### src/rtl/mem_req_pkg.sv
// Shared definitions for the EXE-stage data-SRAM request unit: one-hot op
// bit positions, bus size codes, FSM state encoding and the op decode helpers.
// Optional feature macro used by this slice: MEM_REQ_ALE_CHECK_EN.
package mem_req_pkg;

    // Bit positions inside the one-hot op vector {st_w,st_h,st_b,ld_hu,ld_bu,ld_h,ld_b,ld_w}
    localparam int OP_LD_W  = 0;
    localparam int OP_LD_B  = 1;
    localparam int OP_LD_H  = 2;
    localparam int OP_LD_BU = 3;
    localparam int OP_LD_HU = 4;
    localparam int OP_ST_B  = 5;
    localparam int OP_ST_H  = 6;
    localparam int OP_ST_W  = 7;

    // Bus size codes
    localparam logic [1:0] SIZE_B = 2'd0;
    localparam logic [1:0] SIZE_H = 2'd1;
    localparam logic [1:0] SIZE_W = 2'd2;

    // Request FSM encoding; S_CANCEL keeps a squashed request on the bus until addr_ok
    typedef enum logic [1:0] {
        S_IDLE   = 2'd0,
        S_REQ    = 2'd1,
        S_DONE   = 2'd2,
        S_CANCEL = 2'd3
    } state_e;

    // Access width of an op; anything not half or word is treated as a byte access
    function automatic logic [1:0] op_size(input logic [7:0] op);
        if (op[OP_LD_W] || op[OP_ST_W]) begin
            return SIZE_W;
        end else if (op[OP_LD_H] || op[OP_LD_HU] || op[OP_ST_H]) begin
            return SIZE_H;
        end
        return SIZE_B;
    endfunction

    // Address not naturally aligned for the access width
    function automatic logic op_misaligned(input logic [7:0] op, input logic [1:0] addr_lo);
        logic [1:0] size;
        size = op_size(op);
        if (size == SIZE_W) begin
            return addr_lo != 2'b00;
        end else if (size == SIZE_H) begin
            return addr_lo[0];
        end
        return 1'b0;
    endfunction

endpackage

### src/rtl/store_align.sv
// Combinational bus-field formatter: turns a held op, its effective address and
// store data into size, byte strobes, replicated write data and the bus address.
// Without MEM_REQ_ALE_CHECK_EN the bus address is forced to natural alignment.
module store_align
    import mem_req_pkg::*;
(
    input  logic [7:0]  op,
    input  logic [31:0] addr,
    input  logic [31:0] st_data,
    output logic        wr,
    output logic [1:0]  size,
    output logic [3:0]  wstrb,
    output logic [31:0] wdata,
    output logic [31:0] bus_addr
);

    // Derive all bus fields from op width and the low address bits
    always_comb begin
        size     = op_size(op);
        wr       = op[OP_ST_B] | op[OP_ST_H] | op[OP_ST_W];
        bus_addr = addr;
`ifndef MEM_REQ_ALE_CHECK_EN
        if (size == SIZE_H) begin
            bus_addr[0] = 1'b0;
        end else if (size == SIZE_W) begin
            bus_addr[1:0] = 2'b00;
        end
`endif
        case (size)
            SIZE_H: begin
                wdata = {2{st_data[15:0]}};
                wstrb = addr[1] ? 4'b1100 : 4'b0011;
            end
            SIZE_W: begin
                wdata = st_data;
                wstrb = 4'b1111;
            end
            default: begin
                wdata = {4{st_data[7:0]}};
                wstrb = 4'b0001 << addr[1:0];
            end
        endcase
        // Loads never write any byte lane
        if (!wr) begin
            wstrb = 4'b0000;
        end
    end

endmodule

### src/rtl/exe_mem_req.sv
// EXE-stage data-SRAM request unit. Holds one op at a time, issues memory ops on
// the req/addr_ok/data_ok bus, hands the load descriptor to MEM, and masks
// data_ok responses that belong to squashed requests.
// Handshake: an op moves on in_valid & in_ready; MEM takes it on out_valid & out_ready;
// a bus request completes on data_sram_req & data_sram_addr_ok and, once raised, req
// and every bus field stay frozen until that happens.
// Optional feature: MEM_REQ_ALE_CHECK_EN (misaligned-address exception instead of a bus request).
module exe_mem_req
    import mem_req_pkg::*;
#(
    parameter int MAX_OUTSTANDING = 2
) (
    input  logic        clk,
    input  logic        rst,
    input  logic        flush,
    input  logic        in_valid,
    output logic        in_ready,
    input  logic        in_is_mem,
    input  logic [7:0]  in_op,
    input  logic [31:0] in_addr,
    input  logic [31:0] in_st_data,
    output logic        out_valid,
    input  logic        out_ready,
    output logic [6:0]  out_load,
    output logic        out_wait_data,
    output logic        out_ale,
    output logic        out_data_ok,
    output logic        data_sram_req,
    output logic        data_sram_wr,
    output logic [1:0]  data_sram_size,
    output logic [3:0]  data_sram_wstrb,
    output logic [31:0] data_sram_addr,
    output logic [31:0] data_sram_wdata,
    input  logic        data_sram_addr_ok,
    input  logic        data_sram_data_ok
);

    localparam logic [1:0] MAX_CNT = 2'(MAX_OUTSTANDING);

    state_e      state_q, state_d, accept_state;
    logic [1:0]  out_cnt_q, out_cnt_d;
    logic [1:0]  cancel_cnt_q, cancel_cnt_d;
    logic [7:0]  op_q, op_d;
    logic [31:0] addr_q, addr_d;
    logic [31:0] st_data_q, st_data_d;
    logic        is_mem_q, is_mem_d;
    logic        ale_q, ale_d;
    logic        accept, req_fire, in_ale, cancel_inc, cancel_dec;

`ifdef MEM_REQ_ALE_CHECK_EN
    assign in_ale = in_is_mem & op_misaligned(in_op, in_addr[1:0]);
`else
    assign in_ale = 1'b0;
`endif

    // A flush squashes the op presented in the same cycle as well
    assign accept       = in_valid & in_ready & ~flush;
    assign req_fire     = data_sram_req & data_sram_addr_ok;
    assign accept_state = (in_is_mem && !in_ale) ? S_REQ : S_DONE;

    // State register
    always_ff @(posedge clk or negedge rst) begin
        if (!rst) begin
            state_q <= S_IDLE;
        end else begin
            state_q <= state_d;
        end
    end

    // Next-state logic
    always_comb begin
        state_d    = state_q;
        cancel_inc = 1'b0;
        case (state_q)
            S_IDLE: begin
                if (accept) state_d = accept_state;
            end
            S_REQ: begin
                if (flush) begin
                    if (req_fire) begin
                        state_d    = S_IDLE;
                        cancel_inc = 1'b1;
                    end else if (data_sram_req) begin
                        state_d = S_CANCEL;
                    end else begin
                        // Nothing has been put on the bus yet, so nothing to track
                        state_d = S_IDLE;
                    end
                end else if (req_fire) begin
                    state_d = S_DONE;
                end
            end
            S_CANCEL: begin
                if (req_fire) begin
                    state_d    = S_IDLE;
                    cancel_inc = 1'b1;
                end
            end
            S_DONE: begin
                if (flush) begin
                    state_d = S_IDLE;
                end else if (out_ready) begin
                    state_d = accept ? accept_state : S_IDLE;
                end
            end
            default: state_d = S_IDLE;
        endcase
    end

    // Handshake and bus-request outputs
    always_comb begin
        in_ready      = (state_q == S_IDLE) || ((state_q == S_DONE) && out_ready && !flush);
        out_valid     = (state_q == S_DONE) && !flush;
        data_sram_req = ((state_q == S_REQ) || (state_q == S_CANCEL)) && (out_cnt_q < MAX_CNT);
    end

    // Capture the op on acceptance; hold it otherwise so the bus fields stay frozen
    always_comb begin
        op_d      = op_q;
        addr_d    = addr_q;
        st_data_d = st_data_q;
        is_mem_d  = is_mem_q;
        ale_d     = ale_q;
        if (accept) begin
            op_d      = in_op;
            addr_d    = in_addr;
            st_data_d = in_st_data;
            is_mem_d  = in_is_mem;
            ale_d     = in_ale;
        end
    end

    // Outstanding and cancelled transaction counters
    always_comb begin
        cancel_dec = data_sram_data_ok && (cancel_cnt_q != 2'd0);
        out_cnt_d  = out_cnt_q;
        if (req_fire && !data_sram_data_ok) begin
            out_cnt_d = out_cnt_q + 2'd1;
        end else if (!req_fire && data_sram_data_ok && (out_cnt_q != 2'd0)) begin
            out_cnt_d = out_cnt_q - 2'd1;
        end
        cancel_cnt_d = cancel_cnt_q;
        if (cancel_inc && !cancel_dec) begin
            cancel_cnt_d = cancel_cnt_q + 2'd1;
        end else if (!cancel_inc && cancel_dec) begin
            cancel_cnt_d = cancel_cnt_q - 2'd1;
        end
    end

    // Datapath and counter registers
    always_ff @(posedge clk or negedge rst) begin
        if (!rst) begin
            op_q         <= '0;
            addr_q       <= '0;
            st_data_q    <= '0;
            is_mem_q     <= 1'b0;
            ale_q        <= 1'b0;
            out_cnt_q    <= 2'd0;
            cancel_cnt_q <= 2'd0;
        end else begin
            op_q         <= op_d;
            addr_q       <= addr_d;
            st_data_q    <= st_data_d;
            is_mem_q     <= is_mem_d;
            ale_q        <= ale_d;
            out_cnt_q    <= out_cnt_d;
            cancel_cnt_q <= cancel_cnt_d;
        end
    end

    store_align u_store_align (
        .op       (op_q),
        .addr     (addr_q),
        .st_data  (st_data_q),
        .wr       (data_sram_wr),
        .size     (data_sram_size),
        .wstrb    (data_sram_wstrb),
        .wdata    (data_sram_wdata),
        .bus_addr (data_sram_addr)
    );

    assign out_load      = {addr_q[1:0], op_q[OP_LD_HU:OP_LD_W]};
    assign out_wait_data = is_mem_q & ~ale_q;
    assign out_ale       = ale_q;
    assign out_data_ok   = data_sram_data_ok & (cancel_cnt_q == 2'd0);

endmodule

### config.mk
export PLATFORM = sky130hd
export DESIGN_NAME = exe_mem_req
export DESIGN_NICKNAME = d
export VERILOG_FILES = /design/src/rtl/mem_req_pkg.sv /design/src/rtl/store_align.sv /design/src/rtl/exe_mem_req.sv
export SDC_FILE = /design/constraint.sdc
export NUM_CORES = 1
export LEC_CHECK = 0
export ABC_CLOCK_PERIOD_IN_PS = 2120
export BUFFER_PORTS_ARGS = -buffer_cell sky130_fd_sc_hd__buf_4
export CAP_MARGIN = 15
export CORE_ASPECT_RATIO = 1.25
export CORE_MARGIN = 8
export CORE_UTILIZATION = 47
export DETAILED_ROUTE_END_ITERATION = 8
export GPL_ROUTABILITY_DRIVEN = 1
export GPL_TIMING_DRIVEN = 0
export MAX_ROUTING_LAYER = met4
export PLACE_DENSITY = 0.8
export SLEW_MARGIN = 30
export SYNTH_ARGS = -nofsm -noshare
export SYNTH_HDL_FRONTEND = slang
export SYNTH_SLANG_ARGS = --single-unit
### constraint.sdc
create_clock -name clk -period 2.12 [get_ports clk]
set_clock_uncertainty 0.15 [all_clocks]
set_input_delay 0.318 -clock clk [delete_from_list [all_inputs] [get_ports clk]]
set_output_delay 0.318 -clock clk [all_outputs]
set_load 0.05 [all_outputs]
### Word-level counts from Yosys, hierarchy flattened

Index checks and enable logic that the tools add are counted.

| storage, ports and cells | value |
|---|---|
| register bits | 79 |
| input port bits | 80 |
| output and inout bits | 84 |
| logic and storage cells | 86 |

| cells by class | value |
|---|---|
| add/subtract/negate cells | 4 |
| $lt $le $gt $ge | 1 |
| eq/ne operators | 9 |
| shift-type cells | 1 |
| multiplexer cells | 30 |
| bitwise operators | 7 |
| reduce and logical (&&, ||, !) cells | 27 |

Operators by type and width:

| operator | count |
|---|---|
| case mux 32 bit (2 select lines) | 1 |
| two-way mux 2 bit | 18 |
| logical AND 1 bit | 10 |
| two-way mux 4 bit | 2 |
| case mux 2 bit (4 select lines) | 1 |
| case mux 4 bit (2 select lines) | 1 |
| nonzero test 2 bit | 4 |
| equality test 2 bit, second input constant | 3 |
| two-way mux 1 bit | 6 |
| != test 3 bit, second input constant | 2 |
| logical NOT 1 bit | 5 |
| logical OR 1 bit | 5 |
| adder 2 x 1 -> 2 bit, second input constant | 2 |
| AND 1 bit | 4 |
| equality test 2 x 1 -> 1 bit, second input constant | 2 |
| logical NOT 2 bit | 2 |
| != test 2 bit, second input constant | 2 |
| AND reduction 4 bit | 1 |
| << shifter 1 x 2 -> 4 bit, first input constant | 1 |
| subtractor 2 x 1 -> 2 bit, second input constant | 2 |
| < comparator 2 bit, second input constant | 1 |
| OR 1 bit | 2 |
| case mux 1 bit (2 select lines) | 1 |
| NOT 1 bit | 1 |

### Logic depth before layout (Yosys ltp)

Gate-level depths: netlist of run 1.

| depth | value |
|---|---|
| depth in word-level cells | 11 |
| depth in mapped cells | 7 |
| gate-level depth less buffers | 6 |

### Cells and area by module

From an unflattened synthesis of run 1, not the netlist that was laid out.

| unflattened totals | value |
|---|---|
| cells, all modules | 489 |
| area total of the unflattened synthesis | 4027.6 um^2 |

By module, submodules not included:

| module | times used | cells each | area each (um^2) | sequential area each (um^2) |
|---|---|---|---|---|
| exe_mem_req | 1 | 362 | 3238.1 | 1976.9 |
| store_align | 1 | 127 | 789.5 | 0.0 |

### Least setup slack after synthesis of run 1

Ideal clock, no wire load.

| timing | value |
|---|---|
| path type | reg-to-output |
| start point | register op_q[7] |
| end point | output data_sram_wdata[24] |
| data arrival time | 1936 ps |
| data required time | 1652 ps |
| path slack | -284 ps |
| cell stages (with the launch flop) | 6 |
| path buffers | 0 |
| cell sequence | dfrtp_1 -> nor2_1 -> clkinv_1 -> nor2_2 -> a222oi_1 -> inv_1 |

| on the way | value |
|---|---|
| cells in the longest elaborated chain, start to end | 5 |
| elaborated cells between the ends (all ways) | 7 |
| those cells by class | eq/ne (2); mux (4); reduce/logical (1) |

RTL lines:

| item | line | RTL |
|---|---|---|
| start: declaration | exe_mem_req.sv:43 | `logic [7:0] op_q, op_d;` |
| start signal: assignment | exe_mem_req.sv:161 | `op_q <= op_d;` |
| logical OR 1 bit * | mem_req_pkg.sv:31 | `if (op[OP_LD_W] \|\| op[OP_ST_W]) begin` |
| two-way mux 2 bit or two-way mux 1 bit (tied branches) | mem_req_pkg.sv:31 |  |
| two-way mux 2 bit * | mem_req_pkg.sv:36 | `return SIZE_B;` |
| via data_sram_size[0] | exe_mem_req.sv:30 | `output logic [1:0] data_sram_size,` |
| equality test 2 bit or equality test 2 x 1 -> 1 bit (tied branches) | store_align.sv:29 | `case (size)` |
| case mux 32 bit (2 select lines) * | store_align.sv:29 |  |
| end: declaration | exe_mem_req.sv:33 | `output logic [31:0] data_sram_wdata,` |

The timed path passes the listed nets; every way through them passes the cells marked *.

### Worst setup path after layout of run 1

| timing | value |
|---|---|
| start point | register op_q[4] |
| end point | output data_sram_wdata[24] |

| on the way | value |
|---|---|
| cells in the longest elaborated chain, start to end | 7 |
| elaborated cells between the ends (all ways) | 8 |
| those cells by class | eq/ne (2); mux (4); reduce/logical (2) |

RTL lines:

| item | line | RTL |
|---|---|---|
| logical OR 1 bit * (2 in series) | mem_req_pkg.sv:33 | `end else if (op[OP_LD_H] \|\| op[OP_LD_HU] \|\| op[OP_ST_H]) begin` |
| two-way mux 1 bit * | mem_req_pkg.sv:33 |  |
| two-way mux 1 bit * | mem_req_pkg.sv:31 |  |
| two-way mux 2 bit * | mem_req_pkg.sv:36 |  |
| equality test 2 bit or equality test 2 x 1 -> 1 bit (tied branches) | store_align.sv:29 |  |
| case mux 32 bit (2 select lines) * | store_align.sv:29 |  |

Every way passes the cells marked *; elsewhere a longest branch is shown, timed or not.

==> flow_results.org, run 1 <==
** Timing
- Setup repair after global routing could not meet its margin everywhere.
- Number of endpoints with negative hold slack in the final report :: 0
- Across all setup checks in the final design, the least slack found is -251.5 ps.
- Worst hold margin :: between 30 and 40 ps
- Derived from the worst setup path, the maximum achievable clock frequency is between 0.4 and 0.5 GHz.
- Final number of setup-violating endpoints :: 22
- Slew at the pin with the worst max-slew slack :: between 700 and 800 ps
- Sum Neg Setup Slack :: -2281 ps
- The count of pins over their slew limit came to 0.
- The smallest clock period supported by the final layout is computed as roughly 2400 ps.
- The worst path uses 111.9% of the clock period.
- Headroom to the max-slew limit came out at 51.83%.

** Place
- Detailed placement HPWL :: 7.705 mm
- Once placement finished, the instance area stood at around 5000 sq um.
- The count of buffers added on input and output ports is between 150 and 200.
- Routability-driven placement congestion ratio :: 0.8304
- Counting tap cells, the placed design contains a total of about 560 instances.

** Worst setup path
- The worst register-to-register path begins at state_q[1]$_DFFE_PN0P_.
- Crit path launch type :: register
- Most numerous cell on the critical path :: sky130_fd_sc_hd__buf_6
- On the critical path, the stage with the largest delay is an instance of sky130_fd_sc_hd__dfrtp_1.
- In this run the critical register-to-register path is captured at st_data_q[27]$_DFFE_PN0N_.
- By startpoint and endpoint, the worst setup path is classified as register to output port.
- Crit-path cells :: nor3_4 -> nor2_4 -> buf_6 -> a222oi_1 -> inv_1 -> buf_6
- Crit path launch :: op_q[4]$_DFFE_PN0N_
- Critical Path RT :: approximately 1700 ps
- Of all nets on the critical path, the largest fanout is 3.
- For flop-to-flop paths, the worst setup slack is roughly 160 ps.
- Measured in cells, the most critical reg-to-reg path has a length of 4.
- CP Data Arrival Time :: between 1500 and 2000 ps
- Worst setup endpoint :: data_sram_wdata[24]
- The worst setup path is captured at an output port.
- Biggest cell delay along the critical path :: 410 ps

** Routing
- Average vias per placed instance :: around 5.4
- First drt pass iteration count :: 5
- Summing over every cut layer, the via total after detailed routing is between 3,000 and 4,000.
- Total Routed Length :: about 12 mm
- Routed wire length per instance :: roughly 20 microns
- In this run, the number of DRC markers left after iteration 0 of detailed routing was about 140.
- Post-detailed-route DRC marker count :: 0
- Final antenna-violating net count :: 0

** Synth
- Number of synthesized flops with an enable pin :: 0
- Sequential share of the synthesized area :: 54.43%
- Number of instances in the synthesized netlist :: 302
- The number of different library cells used by synthesis comes to 36.
- Per-instance average area after synthesis :: ~12 sq um
- The mapped netlist covers 3632 sq um.
- Among all flip-flop cells after synthesis, the most frequent one is sky130_fd_sc_hd__dfrtp_1.
- Async S/R FF share, synth :: 100.0%
- The biggest area contributor in the post-synthesis netlist is sky130_fd_sc_hd__dfrtp_1.
- Ranked by total cell area, the synthesized netlist is headed by sky130_fd_sc_hd__dfrtp_1 (54%), sky130_fd_sc_hd__mux2_2 (21%), sky130_fd_sc_hd__nand2_1 (5.7%), sky130_fd_sc_hd__buf_4 (3.5%), sky130_fd_sc_hd__mux2_1 (1.9%).
- Post-synth top area share :: 54.43%
- Synthesis Warnings :: 0
- After synthesis the netlist holds a flip-flop and latch count of between 70 and 80.
- The number of nets in the synthesized netlist is approximately 380.

** Clock network
- The cell sitting at the root of the clock tree is a sky130_fd_sc_hd__clkbuf_8.
- CTS Buffer Depth :: 2
- TritonCTS buffer count :: 9
- For the worst-skew pair, the clock arrives at the later sink with an insertion delay of between 300 and 400 ps.
- Clock input transition at the sequential cells of the worst setup and hold paths :: approximately 80 ps
- The clock tree synthesis step divided the H-tree into 3 levels.
- TritonCTS built the clock tree.
- The clock drives 79 sinks.

** Cells and area
- Commonest non-fill, non-tap cell in the layout :: sky130_fd_sc_hd__buf_4
- Ratio of cells with drive above 1 in the final layout :: roughly two thirds
- The repair_antennas step left the layout with diodes totalling 0.
- The finished layout holds ~590 standard cells, fillers aside.
- The final layout contains 575 nets.
- Area of all placed cells without fillers :: approximately 5700 sq um
- Leaving out fill and tap cells, the most frequent cells in the layout are sky130_fd_sc_hd__buf_4 (171), sky130_fd_sc_hd__dfrtp_1 (78), sky130_fd_sc_hd__mux2_2 (68).
- Area growth from synthesis to final layout :: 56.80%

** Min path
- The tightest min-delay check is of the primary input to register type.

** GRT
- Leftover overflow at the end of global routing :: 0
- Pin count of the biggest net entering global routing :: 80
- Total global routing track utilization :: ~22%
- The via count of the first global-routing pass came to 3,436.
- The initial antenna violation count came to 0.
- Global-route wire length before repair :: between 15 and 20 mm

** Die
- Core outline area :: ~7700 sq um
- Die X-Extent :: around 95 microns
- Row cnt :: 36
- During I/O placement, the number of pins put on the boundary was approximately 160.
- Die height :: between 100 and 150 microns
- Initial cell density of the core :: a little under half
- The die covers about 11,000 sq um.

** Run status
- Violated checks :: setup timing
- The run finished, with violations left.

** Run
- The tool flagged a number of max-cap violations equal to 0.
[synthesized netlist by cell type (all sizes together) (2+ instances only)]
cell     n
xor2     3
inv      8
nand2b   2
o21ai    2
and2     2
a22oi    4
nor2    18
nand2   55
clkbuf   2
a222oi   4
dfrtp   79
mux2    74
a21oi    3
nor3     3
nor3b    2
nor2b    3
buf     23
[cell type report]
class | count | area [sq um]
fill | 483 | 1962
sequential | 79 | 1978
tap | 95 | 118.9
timing repair buffer | 182 | 1536
multi-input combinational | 190 | 1637
clock inverter | 3 | 42.54
buffer | 23 | 195.2
clock buffer | 13 | 148.9
inverter | 9 | 38.79
[cell families (layout without fill, tap and decap cells)]
kind of cell	Yosys count	in the layout	synth area share [%]
AND/OR/NAND/NOR	87	88	9.990
flip-flops	79	79	54.43
multiplexers	74	74	22.94
buffers and inverters	34	230	6.166
AO/OA/AOI/OAI	22	22	5.064
XOR/XNOR	4	4	0.9647
adder cells (fa/ha/maj)	1	1	0.3444
other	1	1	0.1032
[per-layer routing]
metal / part of all wire (%) / wire length (microns) / GRT usage (%)
met4: 3.1 / 365 / 9.603
met5: 0 / 0 / -
met3: 9.2 / 1091 / 5.774
met1: 37 / 4446 / 23.44
met2: 50 / 5992 / 36.43
[worst max-delay path, delay by kind of cell (launching register included)]
| family | cells | cell delay (ps) |
|---|---|---|
| buffers and inverters | 3 | 400 |
| AO/OA/AOI/OAI | 1 | 390 |
| flip-flops | 1 | 410 |
| AND/OR/NAND/NOR | 2 | 350 |
[through the flow]
stage | util, % | setup WS, ps
after floorplan | - | -30.63
final | 74.38 | -251.5
after global routing | 74.38 | -306.0
after global placement | 65.16 | -126.7
after detailed placement | 65.21 | -144.9
after CTS | 72.45 | -149.9
[worst min path at each step]
stage / slack [ps] / to / startpoint / cells past startpoint
global route: 30 / st_data_q[4]$_DFFE_PN0N_ / in_st_data[4] / 2
detailed placement: 250 / st_data_q[25]$_DFFE_PN0N_ / rst / 1
finish: 40 / st_data_q[4]$_DFFE_PN0N_ / in_st_data[4] / 2
CTS: 20 / st_data_q[4]$_DFFE_PN0N_ / in_st_data[4] / 2
global placement: 320 / cancel_cnt_q[1]$_DFFE_PN0P_ / cancel_cnt_q[1]$_DFFE_PN0P_ / 1
floorplan: -130 / addr_q[0]$_DFFE_PN0N_ / rst / 0
[sequential cells by signal, summed over array words and instances, names as in the netlist]
register / flops
addr_q: 32
cancel_cnt_q: 2
is_mem_q: 1
op_q: 8
out_cnt_q: 2
st_data_q: 32
state_q: 2
[what timing repair did]
action                                 in CTS  in global routing
setup endpoints to repair                  32                 26
setup buffers                              13                  6
endpoints found under the hold margin      79                  0
pin swaps                                  19                 15
hold buffers                                1                  0
gates resized for setup                    70                 22
cloned                                      1                  1
Power of run 1 is left out: the tool's default activity adds up to more than one toggle a clock period on the data nets, which glitch-free logic cannot reach.
==> inputs of run 2 (changes only) <==
- CORE_ASPECT_RATIO: 1.25 -> 1.4
- SLEW_MARGIN: 30 -> 20
==> flow_results.org, run 2 (synthesis results as in run 1) <==
** Clock network
- Worst-skew pair later-pin latency :: 350 ps (was 340 ps)
- The total clock sinks is 79 (unchanged).
- Clock tree root driver cell :: sky130_fd_sc_hd__clkbuf_8 (unchanged)
- CTS Buffer Depth :: 2 (unchanged)
- The number of buffers added by the clock tree synthesis step came to 9 (unchanged).
- Clock input transition at the sequential cells of the worst setup and hold paths :: 80 ps (about the same)
- TritonCTS clock tree :: yes (unchanged)
- H-tree depth reported by CTS :: 3 (unchanged)

** GRT
- Total global routing track utilization :: 20.93% (was 21.71%)
- The wire length of the first global-routing pass came to 17.48 mm (was 17.57 mm).
- The initial antenna violation count came to 0 (unchanged).
- The pin count of the biggest net entering global routing is 80 (unchanged).
- Leftover overflow at the end of global routing :: 0 (unchanged)
- Via count of the first global-routing pass :: 3,309 (was 3,436)

** Timing
- Fmax :: 0.4276 GHz (was 0.4217 GHz)
- The final number of setup-violating endpoints came to 22 (unchanged).
- The final period demand of the worst path was 2339 ps (was 2372 ps).
- RSZ-0062 raised after global routing: yes (unchanged).
- The final count of hold timing violations came to 0 (unchanged).
- Sum Neg Setup Slack :: -3579 ps (was -2281 ps)
- The fraction of the cycle the final worst path needs was 110.3% (was 111.9%).
- The remaining max-slew budget at the tightest pin is 52.63% (was 51.83%).
- Final Max Slew Viols :: 0 (unchanged)
- The final worst slack is -218.8 ps (was -251.5 ps).
- The actual slew at the worst max-slew pin was 710.5 ps (was 722.6 ps).

** Cells and area
- The cell area after layout came to 5747 sq um (was 5695 sq um).
- The antenna diode instance count was 0 (unchanged).
- The share of the core filled with cells in the final layout came to 75.54% (was 74.38%).
- The fraction of layout instances using a drive strength above 1 was 66.27% (was 65.53%).
- Commonest cells after routing, fill and taps aside: sky130_fd_sc_hd__buf_4 (166), sky130_fd_sc_hd__dfrtp_1 (77), sky130_fd_sc_hd__mux2_2 (68) (was sky130_fd_sc_hd__buf_4 (171), sky130_fd_sc_hd__dfrtp_1 (78), sky130_fd_sc_hd__mux2_2 (68)).
- Post-layout nets :: 574 (was 575)
- Area growth from synthesis to final layout :: 58.22% (was 56.80%)
- Registers with the most flip-flops :: addr_q x32, st_data_q x32, op_q x8 (unchanged)
- The leading cell type in the layout, fill and taps excluded is sky130_fd_sc_hd__buf_4 (unchanged).

** Worst setup path
- Origin of the critical flop-to-flop path :: state_q[1]$_DFFE_PN0P_ (unchanged)
- CP Data Arrival Time :: 1870 ps (was 1900 ps)
- Reg-to-reg setup timing slack :: 170 ps (was 160 ps)
- Crit path launch :: op_q[2]$_DFFE_PN0N_ (was op_q[4]$_DFFE_PN0N_)
- The maximum fanout count along the critical path is 5 (was 3).
- Worst R2R End :: st_data_q[7]$_DFFE_PN0N_ (was st_data_q[27]$_DFFE_PN0N_)
- Critical Path RT :: 1650 ps (about the same)
- Number of cells on the worst reg-to-reg path :: 4 (unchanged)
- Crit-path cells :: nor3_4 -> buf_6 -> and2_4 -> buf_8 -> nand2_1 -> nand2_1 -> buf_6 (was nor3_4 -> nor2_4 -> buf_6 -> a222oi_1 -> inv_1 -> buf_6)
- The critical path launch point type is a register (unchanged).
- The critical path's slowest cell is sky130_fd_sc_hd__dfrtp_1 (unchanged).
- The delay contributed by the slowest stage of the critical path came to 420 ps (was 410 ps).
- The type of the setup path with the least slack is register to output port (unchanged).
- The capturing element of the worst setup path is data_sram_wdata[11] (was data_sram_wdata[24]).
- The critical path endpoint category is an output port (unchanged).

** Die
- Core outline area :: 7607 sq um (was 7657 sq um)
- Initial cell density of the core :: 47.75% (was 47.43%)
- The die width is 90.30 microns (was 94.63 microns).
- The number of top-level pins was 164 (unchanged).
- The area enclosed by the die boundary came to 10,840 sq um (was 10,810 sq um).
- The die outline height was 120.0 microns (was 114.3 microns).
- The number of placement rows is 38 (was 36).

** Run status
- Run status: finished with violations (unchanged).
- Violated checks: setup timing (unchanged).

** Routing
- The post-route antenna net violation count was 0 (unchanged).
- Via count of the routed design :: 3,158 (was 3,200)
- First drt pass iteration count :: 5 (unchanged)
- Post-detailed-route DRC marker count :: 0 (unchanged)
- The average wire length per cell after detail routing was 19.95 microns (was 20.03 microns).
- Detailed Route Iter0 Violations :: 245 (was 136)
- Average vias per placed instance :: 5.281 (was 5.387)
- Total Routed Length :: 11.93 mm (was 11.90 mm)

** Place
- The global placer's final weighted congestion was 0.8376 (was 0.8304).
- The number of input and output port buffers inserted came to 162 (unchanged).
- Placed standard-cell area :: 4996 sq um (was 4994 sq um)
- Detailed placement HPWL :: 7.714 mm (was 7.705 mm)
- Setup WS pre-CTS :: -169.0 ps (was -144.9 ps)

** Run
- The number of max-cap violations is 0 (unchanged).

** Min path
- The worst hold path class was primary input to register (unchanged).
==> run 2: cell count changes in the layout (fill, tap and decap cells not counted), moves of 2 or more <==
cell	change
sky130_fd_sc_hd__clkinv_2	+2
sky130_fd_sc_hd__nand2_2	-2
sky130_fd_sc_hd__buf_6	+4
sky130_fd_sc_hd__buf_4	-5
sky130_fd_sc_hd__nor2_1	-3
sky130_fd_sc_hd__nand2_1	+3
sky130_fd_sc_hd__clkbuf_1	-3
sky130_fd_sc_hd__nor2_2	+3
==> run 2: worst min-delay path by stage <==
| stage | from | endpoint | slack [ps] | cells after the start |
|---|---|---|---|---|
| after floorplan | rst | addr_q[0]$_DFFE_PN0N_ | -130 | 0 |
| after global placement | cancel_cnt_q[1]$_DFFE_PN0P_ | cancel_cnt_q[1]$_DFFE_PN0P_ | 320 | 1 |
| after detailed placement | cancel_cnt_q[1]$_DFFE_PN0P_ | cancel_cnt_q[1]$_DFFE_PN0P_ | 340 | 1 |
| after CTS | rst | st_data_q[2]$_DFFE_PN0N_ | 5 | 1 |
| after global routing | in_st_data[1] | st_data_q[1]$_DFFE_PN0N_ | 5 | 2 |
| final | in_st_data[2] | st_data_q[2]$_DFFE_PN0N_ | 30 | 2 |
==> run 2: cell type report <==
class                      count  area [sq um]
buffer                        23         201.4
clock buffer                  10         137.6
clock inverter                 6         83.83
fill                         457          1861
inverter                       9         38.79
multi-input combinational    191          1647
sequential                    79          1979
tap                          100         125.1
timing repair buffer         180          1534
==> run 2: repair_timing <==
action,CTS,global route
setup endpoints to repair,32,28
buffers inserted,13,4
hold buffers,0,1
resized for setup,54,47
cloned,1,2
hold endpoints to repair,0,79
pin swaps,6,7
==> run 2: critical path, delay by kind of cell (launching register included) <==
kind / cells / cell delay (ps)
buffers and inverters: 3 / 470
DFF: 1 / 420
and+or+nand+nor: 4 / 630
==> run 2: through the flow <==
step | cells | hold slack (ps)
5_1_grt | 598 | 5.130
3_3_place_gp | 564 | 323.8
4_1_cts | 594 | 5.441
6_report | 598 | 33.21
2_1_floorplan | 302 | -127.6
3_5_place_dp | 564 | 340.1
==> run 2: layer usage <==
metal  vias to the layer above  track usage, %  wire length, microns
li1                       1409               -                     -
met5                         -               -                     0
met1                      1559           22.89                  4399
met4                         0           7.001                   308
met3                        23           6.438                   785
met2                       167           35.46                  6438
Power of run 2 is left out for the same reason.
==> inputs of run 3 (changes only) <==
- ABC_AREA: unset -> 1
- CORE_UTILIZATION: 47 -> 48
- PLACE_DENSITY: 0.8 -> 0.81
==> flow_results.org, run 3 <==
** Routing
- The average via count per standard cell is 5.060 (was 5.281).
- Via count of the routed design :: 3,906 (was 3,158)
- Total Routed Length :: 12.52 mm (was 11.93 mm)
- Detailed Route Iter0 Violations :: 278 (was 245)
- The post-route antenna net violation count came to 0 (unchanged).
- First drt pass iteration count :: 7 (was 5)
- The final routed DRC violation total is 0 (unchanged).
- The average wire length per cell after detail routing came to 16.22 microns (was 19.95 microns).

** Clock network
- Worst-skew pair later-pin latency :: 350 ps (about the same)
- The worst-case clock buffer depth came to 2 (unchanged).
- The total clock sinks is 79 (unchanged).
- Clock input transition at the sequential cells of the worst setup and hold paths :: 80 ps (about the same)
- The CTS H-tree depth came to 3 (unchanged).
- TritonCTS buffer count :: 9 (unchanged)
- TritonCTS clock tree :: yes (unchanged)
- The clock root buffer is sky130_fd_sc_hd__clkbuf_8 (unchanged).

** Timing
- Number of endpoints with negative hold slack in the final report :: 0 (unchanged)
- Final critical-path setup slack :: 41.94 ps (was -218.8 ps)
- Final Max Slew Viols :: 0 (unchanged)
- Min cycle time layout :: 2078 ps (was 2339 ps)
- The final number of setup-violating endpoints is 0 (was 22).
- Slew at the pin with the worst max-slew slack :: 719.6 ps (was 710.5 ps)
- The total negative slack for setup checks is 0 ps (was -3579 ps).
- The fraction of the cycle the final worst path needs came to 98.02% (was 110.3%).
- Worst hold margin :: 19.54 ps (was 33.21 ps)
- Max_slew headroom :: 52.03% (was 52.63%)
- The peak clock frequency supported by timing was 0.4812 GHz (was 0.4276 GHz).
- RSZ-0062 raised after global routing: yes (unchanged).

** Place
- Detailed placement HPWL :: 9.068 mm (was 7.714 mm)
- Routability-driven placement congestion ratio :: 0.9042 (was 0.8376)
- Setup WS pre-CTS :: -154.7 ps (was -169.0 ps)
- Port Buffer Count :: 161 (was 162)

** Synth
- Number of synthesized flops with an enable pin :: 0 (unchanged)
- Commonest cells in the synthesized netlist :: sky130_fd_sc_hd__nand2_1 (214), sky130_fd_sc_hd__nand3_1 (81), sky130_fd_sc_hd__dfrtp_1 (79), sky130_fd_sc_hd__nor2_1 (16) (was sky130_fd_sc_hd__dfrtp_1 (79), sky130_fd_sc_hd__mux2_2 (68), sky130_fd_sc_hd__nand2_1 (55), sky130_fd_sc_hd__buf_4 (17), sky130_fd_sc_hd__nor2_1 (17))
- The instance count of the mapped netlist came to 481 (was 302).
- The area fraction in and, or, nand and nor cells after synthesis was 35.54% (was 9.990%).
- The xor/xnor share of the synthesized area was 0.4654% (was 0.9645%).
- The register bit total from synthesis came to 79 (unchanged).
- Per-instance average area after synthesis :: 7.825 sq um (was 12.03 sq um)
- The proportion of synthesized flip-flops having asynchronous set or reset was 100.0% (unchanged).
- Top cells by area in the synthesized netlist :: sky130_fd_sc_hd__dfrtp_1 (53%), sky130_fd_sc_hd__nand2_1 (21%), sky130_fd_sc_hd__nand3_1 (11%), sky130_fd_sc_hd__buf_4 (3.0%), sky130_fd_sc_hd__buf_2 (2.0%) (was sky130_fd_sc_hd__dfrtp_1 (54%), sky130_fd_sc_hd__mux2_2 (21%), sky130_fd_sc_hd__nand2_1 (5.7%), sky130_fd_sc_hd__buf_4 (3.5%), sky130_fd_sc_hd__mux2_1 (1.9%))
- The most used standard cell by instance count after synthesis is sky130_fd_sc_hd__nand2_1 (was sky130_fd_sc_hd__dfrtp_1).
- Post-synth top area share :: 52.53% (was 54.43%)
- Area share of fa/ha/maj cells after synthesis :: 0.3324% (was 0.3445%)
- Post-synthesis instance area :: 3764 sq um (was 3632 sq um)
- The register area share after synthesis came to 52.53% (was 54.43%).
- The mux share of post-synthesis cell area was 0% (was 22.94%).
- The post-synthesis cell type with the largest combined area is sky130_fd_sc_hd__dfrtp_1 (unchanged).
- The synthesized netlist net count was 562 (was 383).
- Synth Area in Compound Gates :: 2.859% (was 5.064%)
- Synth Flop Type :: sky130_fd_sc_hd__dfrtp_1 (unchanged)
- Synthesis Warnings :: 0 (unchanged)
- The main combinational cell family by area after synthesis is simple AND/OR/NAND/NOR gates (was multiplexers).
- Number of distinct standard cells referenced by the synthesized netlist :: 25 (was 36)

** GRT
- Global-route wire length before repair :: 19.02 mm (was 17.48 mm)
- Pin count of the biggest net entering global routing :: 80 (unchanged)
- Via count of the first global-routing pass :: 3,911 (was 3,309)
- The overflow left after global routing is 0 (unchanged).
- The initial antenna violation count is 0 (unchanged).
- Total global routing track utilization :: 22.02% (was 20.93%)

** Cells and area
- Post-layout nets :: 749 (was 574)
- Core occupancy in the finished layout :: 73.59% (was 75.54%)
- Commonest non-fill, non-tap cell in the layout :: sky130_fd_sc_hd__nand2_1 (was sky130_fd_sc_hd__buf_4)
- Registers with the most flip-flops: addr_q x32, st_data_q x32, op_q x8 (unchanged).
- Commonest cells after routing, fill and taps aside: sky130_fd_sc_hd__nand2_1 (205), sky130_fd_sc_hd__buf_4 (162), sky130_fd_sc_hd__dfrtp_1 (78) (was sky130_fd_sc_hd__buf_4 (166), sky130_fd_sc_hd__dfrtp_1 (77), sky130_fd_sc_hd__mux2_2 (68)).
- The antenna diode instance count came to 0 (unchanged).
- The growth of design area from synthesis to finish is 50.60% (was 58.22%).
- The fraction of layout instances using a drive strength above 1 is 38.10% (was 66.27%).

** Die
- The area enclosed by the die boundary came to 10,970 sq um (was 10,840 sq um).
- Count of boundary I/O pins :: 164 (unchanged)
- Row cnt :: 38 (unchanged)
- The die outline height came to 120.8 microns (was 120.0 microns).
- Initial cell density of the core :: 48.86% (was 47.75%)
- Core outline area :: 7702 sq um (was 7607 sq um)
- The die width is 90.84 microns (was 90.30 microns).

** Worst setup path
- CP Data Arrival Time :: 1610 ps (was 1870 ps)
- The type of the setup path with the least slack is register to output port (unchanged).
- Number of cells on the worst reg-to-reg path :: 10 (was 4)
- Critical Path RT :: 1650 ps (about the same)
- The critical path endpoint category was an output port (unchanged).
- Crit path launch type :: register (unchanged)
- The maximum fanout count along the critical path was 3 (was 5).

** Run status
- Run status: complete, no violations (was finished with violations).

** Run
- Number of maximum-capacitance constraint violations :: 0 (unchanged)

** Min path
- The number of cells on the worst hold path is 2 (unchanged).
- The worst hold path class is primary input to register (unchanged).
[run 3: critical path: stages (launching register included)]
cell and delay [ps]:
sky130_fd_sc_hd__dfrtp_1 420, sky130_fd_sc_hd__nor3_4 250, sky130_fd_sc_hd__nand2_4 120, sky130_fd_sc_hd__buf_12 140, sky130_fd_sc_hd__nor2_4 100, sky130_fd_sc_hd__nor2_1 70, sky130_fd_sc_hd__buf_6 160
[run 3: worst paths after layout]
| check | from | slack, ps | to |
|---|---|---|---|
| max | op_q[2]$_DFFE_PN0N_ | 40 | data_sram_wstrb[2] |
| min | data_sram_data_ok | 20 | out_cnt_q[1]$_DFFE_PN0P_ |
| max reg2reg | state_q[0]$_DFFE_PN0P_ | 260 | addr_q[9]$_DFFE_PN0N_ |
| min reg2reg | addr_q[31]$_DFFE_PN0N_ | 330 | addr_q[31]$_DFFE_PN0N_ |
| max in group asynchronous | rst | 880 | op_q[7]$_DFFE_PN0N_ |
| min in group asynchronous | rst | 400 | st_data_q[10]$_DFFE_PN0N_ |
[run 3: per-stage QoR]
stage / instances / area [sq um]
2_1_floorplan: 481 / 3785
3_5_place_dp: 742 / 5119
3_3_place_gp: 742 / 5119
6_report: 772 / 5668
5_1_grt: 772 / 5668
4_1_cts: 763 / 5434
[run 3: layout make-up]
cell class              count  area (sq um)
inverters                  15         66.31
well taps                 100         125.1
multi-input cells         347          1589
plain buffers              40         270.3
flip-flops and latches     79          1978
clock buffers              11         151.4
repair buffers            176          1443
clock inverters             4         45.04
fillers                   590          2034
[run 3: logic make-up after synthesis]
family / count (synthesis)
adder cells (fa/ha/maj): 1
buffers and inverters: 56
other: 1
XOR/XNOR: 2
flip-flops: 79
AO/OA/AOI/OAI: 21
AND/OR/NAND/NOR: 321
[run 3: timing repair]
action | in CTS | in global routing
endpoints found under the setup margin | 31 | 31
pin swaps | 2 | 5
endpoints found under the hold margin | 0 | 79
setup buffers | 7 | 6
resized for setup | 19 | 47
hold buffers | 0 | 1
cloned | 0 | 2
[run 3: routing by layer]
layer  GRT usage [%]  up-vias  part of all wire [%]
met5               -        -                     0
met4           8.530        0                   2.5
met3           6.266       19                   6.9
met2           37.76      169                    52
met1           23.64     1828                    39
li1                -     1890                     -
Power of run 3 is left out for the same reason.
